==> src/rtl/d2f_pkg.sv <==
// Shared types and divide arithmetic for the distance-to-flash-rate alert block.
package d2f_pkg;

   typedef enum logic [1:0] {
      D2F_OFF   = 2'd0,
      D2F_SOLID = 2'd1,
      D2F_FLASH = 2'd2
   } d2f_state_e;

   function automatic int unsigned d2f_scale(input int unsigned low, input int unsigned high,
                                             input int unsigned max_d, input int unsigned min_d);
      int unsigned span;
      span = (max_d > min_d) ? (max_d - min_d) : 1;
      return (low > high) ? (low - high) / span : 0;
   endfunction

   // Divide evaluated at 2*pw bits, then clamped to the slowest allowed rate.
   function automatic logic [63:0] d2f_divide(input logic [31:0] d, input int unsigned min_d,
                                              input int unsigned high, input int unsigned low,
                                              input int unsigned scale, input int unsigned pw);
      logic [63:0] v;
      v = 64'(high) + 64'(d - min_d) * 64'(scale);
      v = v & ((64'd1 << (2 * pw)) - 64'd1);
      if (v > 64'(low)) v = 64'(low);
      return v;
   endfunction

endpackage

==> src/rtl/distance2frequency_channel.sv <==
// One alert channel: latches a distance, classifies it and drives a flashing LED
// whose period scales with distance.
module distance2frequency_channel
   import d2f_pkg::*;
#(
   parameter int WIDTH                  = 13,
   parameter int BASE_PERIOD            = 2000,
   parameter int DUTY_CYCLE             = 1000,
   parameter int MIN_FLASH_DISTANCE     = 0,
   parameter int MAX_FLASH_DISTANCE     = 2000,
   parameter int CLOCK_DIVIDE_HIGH_FREQ = 5000,
   parameter int CLOCK_DIVIDE_LOW_FREQ  = 25000,
   parameter int PERIOD_WIDTH           = 16
) (
   input  logic             clk,
   input  logic             reset,
   input  logic             enable,
   input  logic [WIDTH-1:0] distance,
   input  logic             distance_valid,
   output logic             pwm_led
);
   localparam int TW = (BASE_PERIOD > 1) ? $clog2(BASE_PERIOD) : 1;
   localparam logic [31:0] MIN_U  = 32'(MIN_FLASH_DISTANCE);
   localparam logic [31:0] MAX_U  = 32'(MAX_FLASH_DISTANCE);
   localparam logic [31:0] DUTY_U = 32'(DUTY_CYCLE);
   localparam logic [TW-1:0] TICK_LAST = TW'(BASE_PERIOD - 1);
   localparam int unsigned SCALE = d2f_scale(CLOCK_DIVIDE_LOW_FREQ, CLOCK_DIVIDE_HIGH_FREQ,
                                             MAX_FLASH_DISTANCE, MIN_FLASH_DISTANCE);

   d2f_state_e              state_q, state_d, cls;
   logic [WIDTH-1:0]        dist_q;
   logic [PERIOD_WIDTH-1:0] div_q, div_d, div_cnt_q, div_cnt_d, new_div;
   logic [TW-1:0]           tick_q, tick_d;
   logic                    led_q, led_d;
   logic                    last_div, boundary;

   always_comb begin
      cls = D2F_FLASH;
      if (32'(dist_q) >= MAX_U)      cls = D2F_OFF;
      else if (32'(dist_q) <= MIN_U) cls = D2F_SOLID;
      new_div = PERIOD_WIDTH'(d2f_divide(32'(dist_q), MIN_FLASH_DISTANCE, CLOCK_DIVIDE_HIGH_FREQ,
                                         CLOCK_DIVIDE_LOW_FREQ, SCALE, PERIOD_WIDTH));
   end

   assign last_div = ({1'b0, div_cnt_q} + (PERIOD_WIDTH+1)'(1)) >= {1'b0, div_q};
   assign boundary = last_div && (tick_q == TICK_LAST);

   always_comb begin
      state_d   = state_q;
      div_d     = div_q;
      div_cnt_d = '0;
      tick_d    = '0;
      led_d     = 1'b0;
      if (!enable) begin
         state_d = D2F_OFF;
      end else begin
         unique case (state_q)
            D2F_OFF, D2F_SOLID: begin
               state_d = cls;
               led_d   = (cls != D2F_OFF);
               if (cls == D2F_FLASH) div_d = new_div;
            end
            D2F_FLASH: begin
               if (cls == D2F_SOLID) begin
                  state_d = D2F_SOLID;
                  led_d   = 1'b1;
               end else if (boundary) begin
                  // Rate changes and OFF exits wait here so no period is ever truncated.
                  if (cls == D2F_OFF) begin
                     state_d = D2F_OFF;
                  end else begin
                     div_d = new_div;
                     led_d = 1'b1;
                  end
               end else begin
                  div_cnt_d = last_div ? '0 : div_cnt_q + PERIOD_WIDTH'(1);
                  tick_d    = last_div ? tick_q + TW'(1) : tick_q;
                  led_d     = 32'(tick_d) < DUTY_U;
               end
            end
            default: state_d = D2F_OFF;
         endcase
      end
   end

   always_ff @(posedge clk) begin
      if (reset) begin
         dist_q    <= WIDTH'(MAX_FLASH_DISTANCE);
         state_q   <= D2F_OFF;
         div_q     <= '0;
         div_cnt_q <= '0;
         tick_q    <= '0;
         led_q     <= 1'b0;
      end else begin
         if (distance_valid) dist_q <= distance;
         state_q   <= state_d;
         div_q     <= div_d;
         div_cnt_q <= div_cnt_d;
         tick_q    <= tick_d;
         led_q     <= led_d;
      end
   end

   assign pwm_led = led_q;

endmodule

==> src/rtl/distance2frequency_multi.sv <==
// Multi-channel distance alert: one independent flash-rate channel per distance input.
module distance2frequency_multi
   import d2f_pkg::*;
#(
   parameter int WIDTH                  = 13,
   parameter int CHANNELS               = 2,
   parameter int BASE_PERIOD            = 2000,
   parameter int DUTY_CYCLE             = 1000,
   parameter int MIN_FLASH_DISTANCE     = 0,
   parameter int MAX_FLASH_DISTANCE     = 2000,
   parameter int CLOCK_DIVIDE_HIGH_FREQ = 5000,
   parameter int CLOCK_DIVIDE_LOW_FREQ  = 25000,
   parameter int PERIOD_WIDTH           = 16
) (
   input  logic                             clk,
   input  logic                             reset,
   input  logic                             enable,
   input  logic [CHANNELS-1:0][WIDTH-1:0]   distance,
   input  logic [CHANNELS-1:0]              distance_valid,
   output logic [CHANNELS-1:0]              pwm_led,
   output logic [CHANNELS-1:0]              pwm_out
);
   localparam int unsigned SCALE = d2f_scale(CLOCK_DIVIDE_LOW_FREQ, CLOCK_DIVIDE_HIGH_FREQ,
                                             MAX_FLASH_DISTANCE, MIN_FLASH_DISTANCE);

   if (DUTY_CYCLE > BASE_PERIOD) begin : g_err_duty
      $error("DUTY_CYCLE exceeds BASE_PERIOD");
   end
   if (MAX_FLASH_DISTANCE <= MIN_FLASH_DISTANCE) begin : g_err_range
      $error("MAX_FLASH_DISTANCE must exceed MIN_FLASH_DISTANCE");
   end
   if (SCALE < 1) begin : g_err_scale
      $error("divide scale rounds to zero");
   end
   if (64'(CLOCK_DIVIDE_LOW_FREQ) >= (64'd1 << PERIOD_WIDTH)) begin : g_err_width
      $error("CLOCK_DIVIDE_LOW_FREQ does not fit in PERIOD_WIDTH");
   end

   for (genvar i = 0; i < CHANNELS; i++) begin : g_ch
      distance2frequency_channel #(
         .WIDTH                  (WIDTH),
         .BASE_PERIOD            (BASE_PERIOD),
         .DUTY_CYCLE             (DUTY_CYCLE),
         .MIN_FLASH_DISTANCE     (MIN_FLASH_DISTANCE),
         .MAX_FLASH_DISTANCE     (MAX_FLASH_DISTANCE),
         .CLOCK_DIVIDE_HIGH_FREQ (CLOCK_DIVIDE_HIGH_FREQ),
         .CLOCK_DIVIDE_LOW_FREQ  (CLOCK_DIVIDE_LOW_FREQ),
         .PERIOD_WIDTH           (PERIOD_WIDTH)
      ) u_ch (
         .clk            (clk),
         .reset          (reset),
         .enable         (enable),
         .distance       (distance[i]),
         .distance_valid (distance_valid[i]),
         .pwm_led        (pwm_led[i])
      );
   end

   assign pwm_out = ~pwm_led;

endmodule

==> config.mk <==
export PLATFORM = sky130hd
export DESIGN_NAME = distance2frequency_multi
export DESIGN_NICKNAME = d
export VERILOG_FILES = /design/src/rtl/d2f_pkg.sv /design/src/rtl/distance2frequency_channel.sv /design/src/rtl/distance2frequency_multi.sv
export SDC_FILE = /design/constraint.sdc
export NUM_CORES = 1
export LEC_CHECK = 0
export ABC_AREA = 0
export BUFFER_PORTS_ARGS = -buffer_cell sky130_fd_sc_hd__buf_2
export CAP_MARGIN = 25
export CORE_MARGIN = 8
export CORE_UTILIZATION = 42
export CTS_CLUSTER_DIAMETER = 100
export CTS_CLUSTER_SIZE = 8
export DETAILED_ROUTE_END_ITERATION = 10
export GPL_ROUTABILITY_DRIVEN = 0
export GPL_TIMING_DRIVEN = 0
export REMOVE_ABC_BUFFERS = 1
export SYNTH_ARGS = -nofsm -noshare
export SYNTH_HDL_FRONTEND = slang
export SYNTH_HIERARCHICAL = 1
export SYNTH_SLANG_ARGS = --single-unit
==> constraint.sdc <==
create_clock -name clk -period 6 [get_ports clk]
set_input_delay 0.3 -clock clk [delete_from_list [all_inputs] [get_ports clk]]
set_output_delay 0.3 -clock clk [all_outputs]
set_load 0.02 [all_outputs]
==> flow_summary_export.csv, run 1 <==
group,metric,value,unit
die,num_rows,49,
synthesis,syn_inst,916,
critical_path,slowest_delay,0.61,ns
synthesis,ys_seq_area_share,29.9,%
place,placedInstanceArea,0.00812,mm^2
synthesis,netlist_area,0.00776,mm^2
power_and_ir_drop,p_seq_share,32.9,%
critical_path,reg2reg_slack,1.63,ns
global_route,grt_max_degree,32,
worst_hold_path,holdCritPathClass,"in2reg",
critical_path,crit_family,"simple AND/OR/NAND/NOR gates",
die,dieWidth,152,um
critical_path,worstSetupEndpointType,"register",
timing,grt_setup_unrepaired,"false",
drt,antenna_left,0,
global_route,grt_antenna_before_repair,0,
timing,relSlewSlack,41.1,%
cts,cts_tree,"built",
power_and_ir_drop,peakVddDrop,0.195,mV
cts,cts_root_buf,"clkbuf_16",
timing,fin_crit,4.37,ns
cts,hold_buffers,0,
global_route,grt_usage,14.7,%
drt,drtPass1Iterations,5,
place,place_inst,1155,
synthesis,synth-seq-cells,116,
cts,h-tree-depth,4,
synthesis,yosys_warnings,6,
die,die_h,152,um
critical_path,path_buf_inv,0,
critical_path,worst-path-max-fanout,16,
critical_path,worstPathRequired,6.34,ns
power_and_ir_drop,clockPowerShare,39.6,%
power_and_ir_drop,intPower,1.75,mW
cts,clock-sinks,116,
layout,instances_no_fill,1185,
layout,diodes,0,
timing,final_max_slew_viol_count,0,
critical_path,start_kind,"register",
synthesis,synth_area_per_cell,8.47,um^2
die,num_io_pins,35,
place,hpwl,12.7,mm
cts,clockBufferDepth,2,
layout,final_net_count,1060,
timing,max_freq,229,MHz
die,core_area,0.0180,mm^2
cts,cts_setup_buffers,0,
layout,area.growth.synth_to_final,12.1,%
power_and_ir_drop,cellLeakagePower,3.55,nW
power_and_ir_drop,power_switching_share,31.4,%
power_and_ir_drop,finalPower,2.54,mW
job,maxCapViolations,0,
critical_path,crit_type,"reg2reg",
drt,drc,0,
die,dieArea,0.0231,mm^2
synthesis,synth_edf_count,0,
drt,via_per_inst,5.37,
synthesis,synthArstFlopShare,0,%
timing,setup_slack,1.63,ns
timing,hold_viol,0,
cts,cts.repair.resized,0,
cts,clk_latency,0.41,ns
layout,fillers,1769,
drt,wl_per_cell,14.2,um
timing,fin_worst_skew,0.0146,ns
critical_path,slowest_stage,"or2_2",
critical_path,cp.arrival,4.72,ns
cts,clk_pin_slew,0.06,ns
global_route,gr-total-overflow,0,
timing,timing.setup.tns,0,ns
drt,via_count,6362,
timing,tightest_slew,0.880,ns
power_and_ir_drop,powerDensity,292,mW/mm^2
layout,drive_above_1_share,9.62,%
synthesis,ys_types,79,
run_status,status,"complete, no violations",
global_route,first_global_vias,6095,
timing,finalSetupViolCount,0,
power_and_ir_drop,comb_power_share,27.5,%
synthesis,synth_flop_cell,"dfxtp_1",
drt,drt_iter0_markers,362,
global_route,grt_pass1_wl,29.1,mm
layout,finalInstanceArea,0.00870,mm^2
drt,drt_wl_total,16.8,mm
power_and_ir_drop,p_switching,797,uW
place,io_buffers,34,
critical_path,cp_cell_sequence,"ha_1, nand3_1, nor2_1, nand4_1, xnor2_1, ha_1, and3_1, a221oi_1, a21oi_1, o311a_1, o211ai_1, nand4_1, or2_2, nor2b_1",
timing,period_share,72.9,%
die,start_util,43.1,%
place,preCtsSetupSlack,1.59,ns
cts,cts_made_buffers,17,
-- cells by family after synthesis --
| kind of cell | after synthesis | synth area share [%] |
|---|---|---|
| DFF | 116 | 29.9 |
| buffers and inverters | 89 | 4.37 |
| and+or+nand+nor | 335 | 22.1 |
| xor gates and xnor gates | 78 | 8.80 |
| AOI/OAI and AO/OA | 184 | 17.2 |
| muxes | 30 | 3.88 |
| adders and majority gates | 84 | 13.7 |
-- cell usage after synthesis, types with 15 or more instances --
cell type | count | area (um^2)
clkbuf_1 | 18 | 67.6
xnor2_1 | 47 | 412
nand2_1 | 71 | 267
mux2i_1 | 29 | 290
dfxtp_1 | 116 | 2320
nor2_1 | 86 | 323
xor2_1 | 31 | 272
nand3_1 | 22 | 110
nor3_1 | 15 | 75.1
a21oi_1 | 36 | 180
nand4_1 | 26 | 163
inv_1 | 65 | 244
nor2b_1 | 38 | 238
o21ai_0 | 30 | 150
ha_1 | 82 | 1030
-- power by group through the flow --
stage | Combinational [mW] | Clock [mW] | Sequential [mW]
2_1_floorplan | 0.547 | 0 | 0.844
3_3_place_gp | 0.689 | 0 | 0.852
3_5_place_dp | 0.692 | 0 | 0.852
4_1_cts | 0.699 | 1.03 | 0.836
5_1_grt | 0.787 | 1.06 | 0.841
6_report | 0.701 | 1.01 | 0.836
-- through the flow --
stage / util (%) / hold WS, ns
floorplan: - / 0.372
global route: 48.3 / 0.0838
finish: 48.3 / 0.101
global placement: 45.1 / 0.440
detailed placement: 45.1 / 0.443
CTS: 48.3 / 0.0839
-- routing by layer --
layer  track usage, %  share of wire, %  up-vias
met5                0                 0        -
met4             4.05              0.82        0
met3             3.53               3.3       10
met2             22.5                42      102
met1             20.1                53     2889
li1                 -                 -     3361
-- final cells by class --
cell class | instances | area, um^2 | area share (%)
multi-input cells | 711 | 5100 | 58.6
repair buffers | 34 | 170 | 1.95
flip-flops and latches | 116 | 2320 | 26.7
inverters | 65 | 244 | 2.80
clock inverters | 10 | 134 | 1.54
clock buffers | 20 | 447 | 5.13
well taps | 229 | 287 | 3.29
-- final timing paths --
| kind | start | to | cells after the start |
|---|---|---|---|
| setup / recovery | g_ch[0].u_ch/div_cnt_q[0] | g_ch[0].u_ch/div_cnt_q[12] | 14 |
| hold / removal | distance[20] | g_ch[1].u_ch/dist_q[7] | 3 |
| setup reg to reg | g_ch[0].u_ch/div_cnt_q[0] | g_ch[0].u_ch/div_cnt_q[12] | 14 |
| hold reg to reg | g_ch[0].u_ch/div_q[12] | g_ch[0].u_ch/div_q[12] | 2 |
-- placed cells by master (no fill, tap or decap), drive strengths merged, types with 6 or more instances in the layout --
cell type  instances
dfxtp            116
nor2              86
ha                82
nand2             71
inv               65
xnor2             47
o21ai             40
nor2b             38
a21oi             37
buf               34
xor2              31
mux2i             29
nand4             26
nand3             23
clkbuf            20
nor3              16
a211oi            16
and3              13
nor4              12
a21o              12
o211ai            10
or3                9
and2               8
o31ai              8
nand2b             7
o2111ai            6
o21a               6
nor3b              6
-- worst min-delay path, stage by stage --
cell	delay, ns
buf_2	0.07
mux2i_1	0.05
nand2_1	0.06
-- registers in the layout, indices dropped and copies added, names as in the netlist --
register,cells
g_ch.u_ch/dist_q,26
g_ch.u_ch/div_cnt_q,32
g_ch.u_ch/div_q,30
g_ch.u_ch/pwm_led,2
g_ch.u_ch/state_q,4
g_ch.u_ch/tick_q,22
Power figures use the tool's default switching activity.
==> inputs of run 2 (changes only) <==
- clock period: 6 -> 4.1 ns (I/O delays scaled with it)
==> flow_summary_export.csv, run 2 (synthesized netlist as in run 1, its figures left out) <==
group,metric,value,unit
run_status,status,"complete, no violations",
die,start_util,43.1,%
global_route,grt_pass1_wl,29.5,mm
layout,top_regs,"g_ch.u_ch/div_cnt_q x32, g_ch.u_ch/div_q x30, g_ch.u_ch/dist_q x26",
global_route,first_global_vias,6183,
timing,period_share,94.5,%
layout,layout_common_cells,"116 x dfxtp_1, 82 x ha_1, 81 x nor2_1",
drt,antenna_left,0,
global_route,grt_usage,14.9,%
die,core_area,0.0180,mm^2
cts,clk_latency,0.41,ns
timing,fin_worst_skew,0.0111,ns
critical_path,worstPathRequired,4.42,ns
timing,final_max_slew_viol_count,0,
die,dieArea,0.0231,mm^2
drt,wl_per_cell,14.2,um
cts,clockBufferDepth,2,
cts,cts_root_buf,"clkbuf_16",
critical_path,slowest_stage,"a2111o_1",
timing,setup_slack,0.225,ns
critical_path,worstSetupEndpointType,"register",
worst_hold_path,holdCritPathClass,"in2reg",
timing,fin_crit,3.88,ns
job,maxCapViolations,0,
critical_path,worst-path-max-fanout,7,
place,preCtsSetupSlack,-0.306,ns
timing,tightest_slew,0.890,ns
timing,hold_viol,0,
global_route,grt_antenna_before_repair,0,
drt,via_count,6400,
critical_path,start_kind,"register",
layout,drive_above_1_share,11.2,%
critical_path,slowest_delay,0.49,ns
place,io_buffers,34,
layout,diodes,0,
global_route,gr-total-overflow,0,
drt,via_per_inst,5.33,
timing,relSlewSlack,40.0,%
die,num_io_pins,35,
critical_path,cp.arrival,4.20,ns
cts,h-tree-depth,4,
critical_path,cp_cell_sequence,"and4_1, nand4_1, buf_4, nor2_1, xor2_1, ha_1, nand4_1, nor4_1, a211o_1, a2111o_1, o211a_1, o21ai_2, nor3_1, and3_1, a211oi_1",
layout,utilization,49.5,%
global_route,grt_max_degree,32,
drt,drc,0,
cts,clk_pin_slew,0.06,ns
critical_path,crit_type,"reg2reg",
die,die_h,152,um
drt,drtPass1Iterations,5,
power_and_ir_drop,powerDensity,422,mW/mm^2
cts,cts_made_buffers,17,
power_and_ir_drop,cellLeakagePower,3.64,nW
layout,max_flop_register,"g_ch.u_ch/div_cnt_q",
layout,area.growth.synth_to_final,15.0,%
drt,drt_iter0_markers,291,
critical_path,worst_path_most_repeated_cell,"nand4_1",
timing,finalSetupViolCount,0,
layout,final_net_count,1075,
place,hpwl,12.7,mm
layout,largest_reg_flops,32,
die,dieWidth,152,um
layout,layout_commonest_cell,"dfxtp_1",
cts,cts_tree,"built",
die,num_rows,49,
power_and_ir_drop,peakVddDrop,0.288,mV
cts,clock-sinks,116,
drt,drt_wl_total,17.1,mm
timing,max_freq,258,MHz
[run 2: final timing paths]
path                                   from                endpoint  slack [ns]  depth (start not counted)
setup / recovery  g_ch[1].u_ch/div_cnt_q[3]  g_ch[1].u_ch/div_q[14]        0.22                         15
hold / removal                 distance[19]  g_ch[1].u_ch/dist_q[6]        0.02                          3
setup reg to reg  g_ch[1].u_ch/div_cnt_q[3]  g_ch[1].u_ch/div_q[14]        0.22                         15
hold reg to reg      g_ch[0].u_ch/div_q[12]  g_ch[0].u_ch/div_q[12]        0.45                          2
[run 2: timing repair]
item	4_1_cts	5_1_grt
hold endpoints to repair	10	0
setup buffers	3	2
hold buffers	10	0
gates resized for setup	4	15
setup endpoints to repair	34	68
pin swaps	2	3
[run 2: critical path, delay by kind of cell (launching register included)]
kind                       cells  cell delay (ns)
buffers and inverters          1             0.20
DFF                            1             0.40
AOI/OAI and AO/OA              5             1.52
adders and majority gates      1             0.30
xor gates and xnor gates       1             0.21
and+or+nand+nor                7             1.15
[run 2: area by class of cell]
class / count / area, um^2
clock buffers: 20 / 447
repair buffers: 49 / 308
fillers: 1756 / 9100
clock inverters: 10 / 134
well taps: 229 / 287
inverters: 65 / 244
multi-input cells: 711 / 5180
flip-flops and latches: 116 / 2320
[run 2: through the flow]
stage / total power [mW] / cell area (um^2) / hold WS [ns] / std cells / TNS, ns
final: 3.77 / 8920 / 0.0184 / 1200 / 0
after global routing: 3.99 / 8920 / 0.00333 / 1200 / -0.0544
after CTS: 3.77 / 8850 / 0.00228 / 1198 / 0
after detailed placement: 2.26 / 8120 / 0.425 / 1155 / -7.06
after global placement: 2.26 / 8120 / 0.419 / 1155 / -6.90
after floorplan: 2.04 / 7670 / 0.277 / 892 / 0
[run 2: per-layer routing]
| metal | track usage [%] | vias up | routed length, um |
|---|---|---|---|
| met3 | 3.58 | 10 | 528 |
| met5 | 0 | - | 0 |
| li1 | - | 3391 | - |
| met4 | 4.05 | 0 | 153 |
| met2 | 23.1 | 90 | 7350 |
| met1 | 20.2 | 2909 | 9060 |
[run 2: report_power, final]
| part | leakage, nW | internal [mW] | switching (mW) |
|---|---|---|---|
| sequential | 0.944 | 1.18 | 0.0411 |
| combinational | 2.42 | 0.439 | 0.635 |
| clock | 0.281 | 0.959 | 0.514 |
| total | 3.64 | 2.58 | 1.19 |
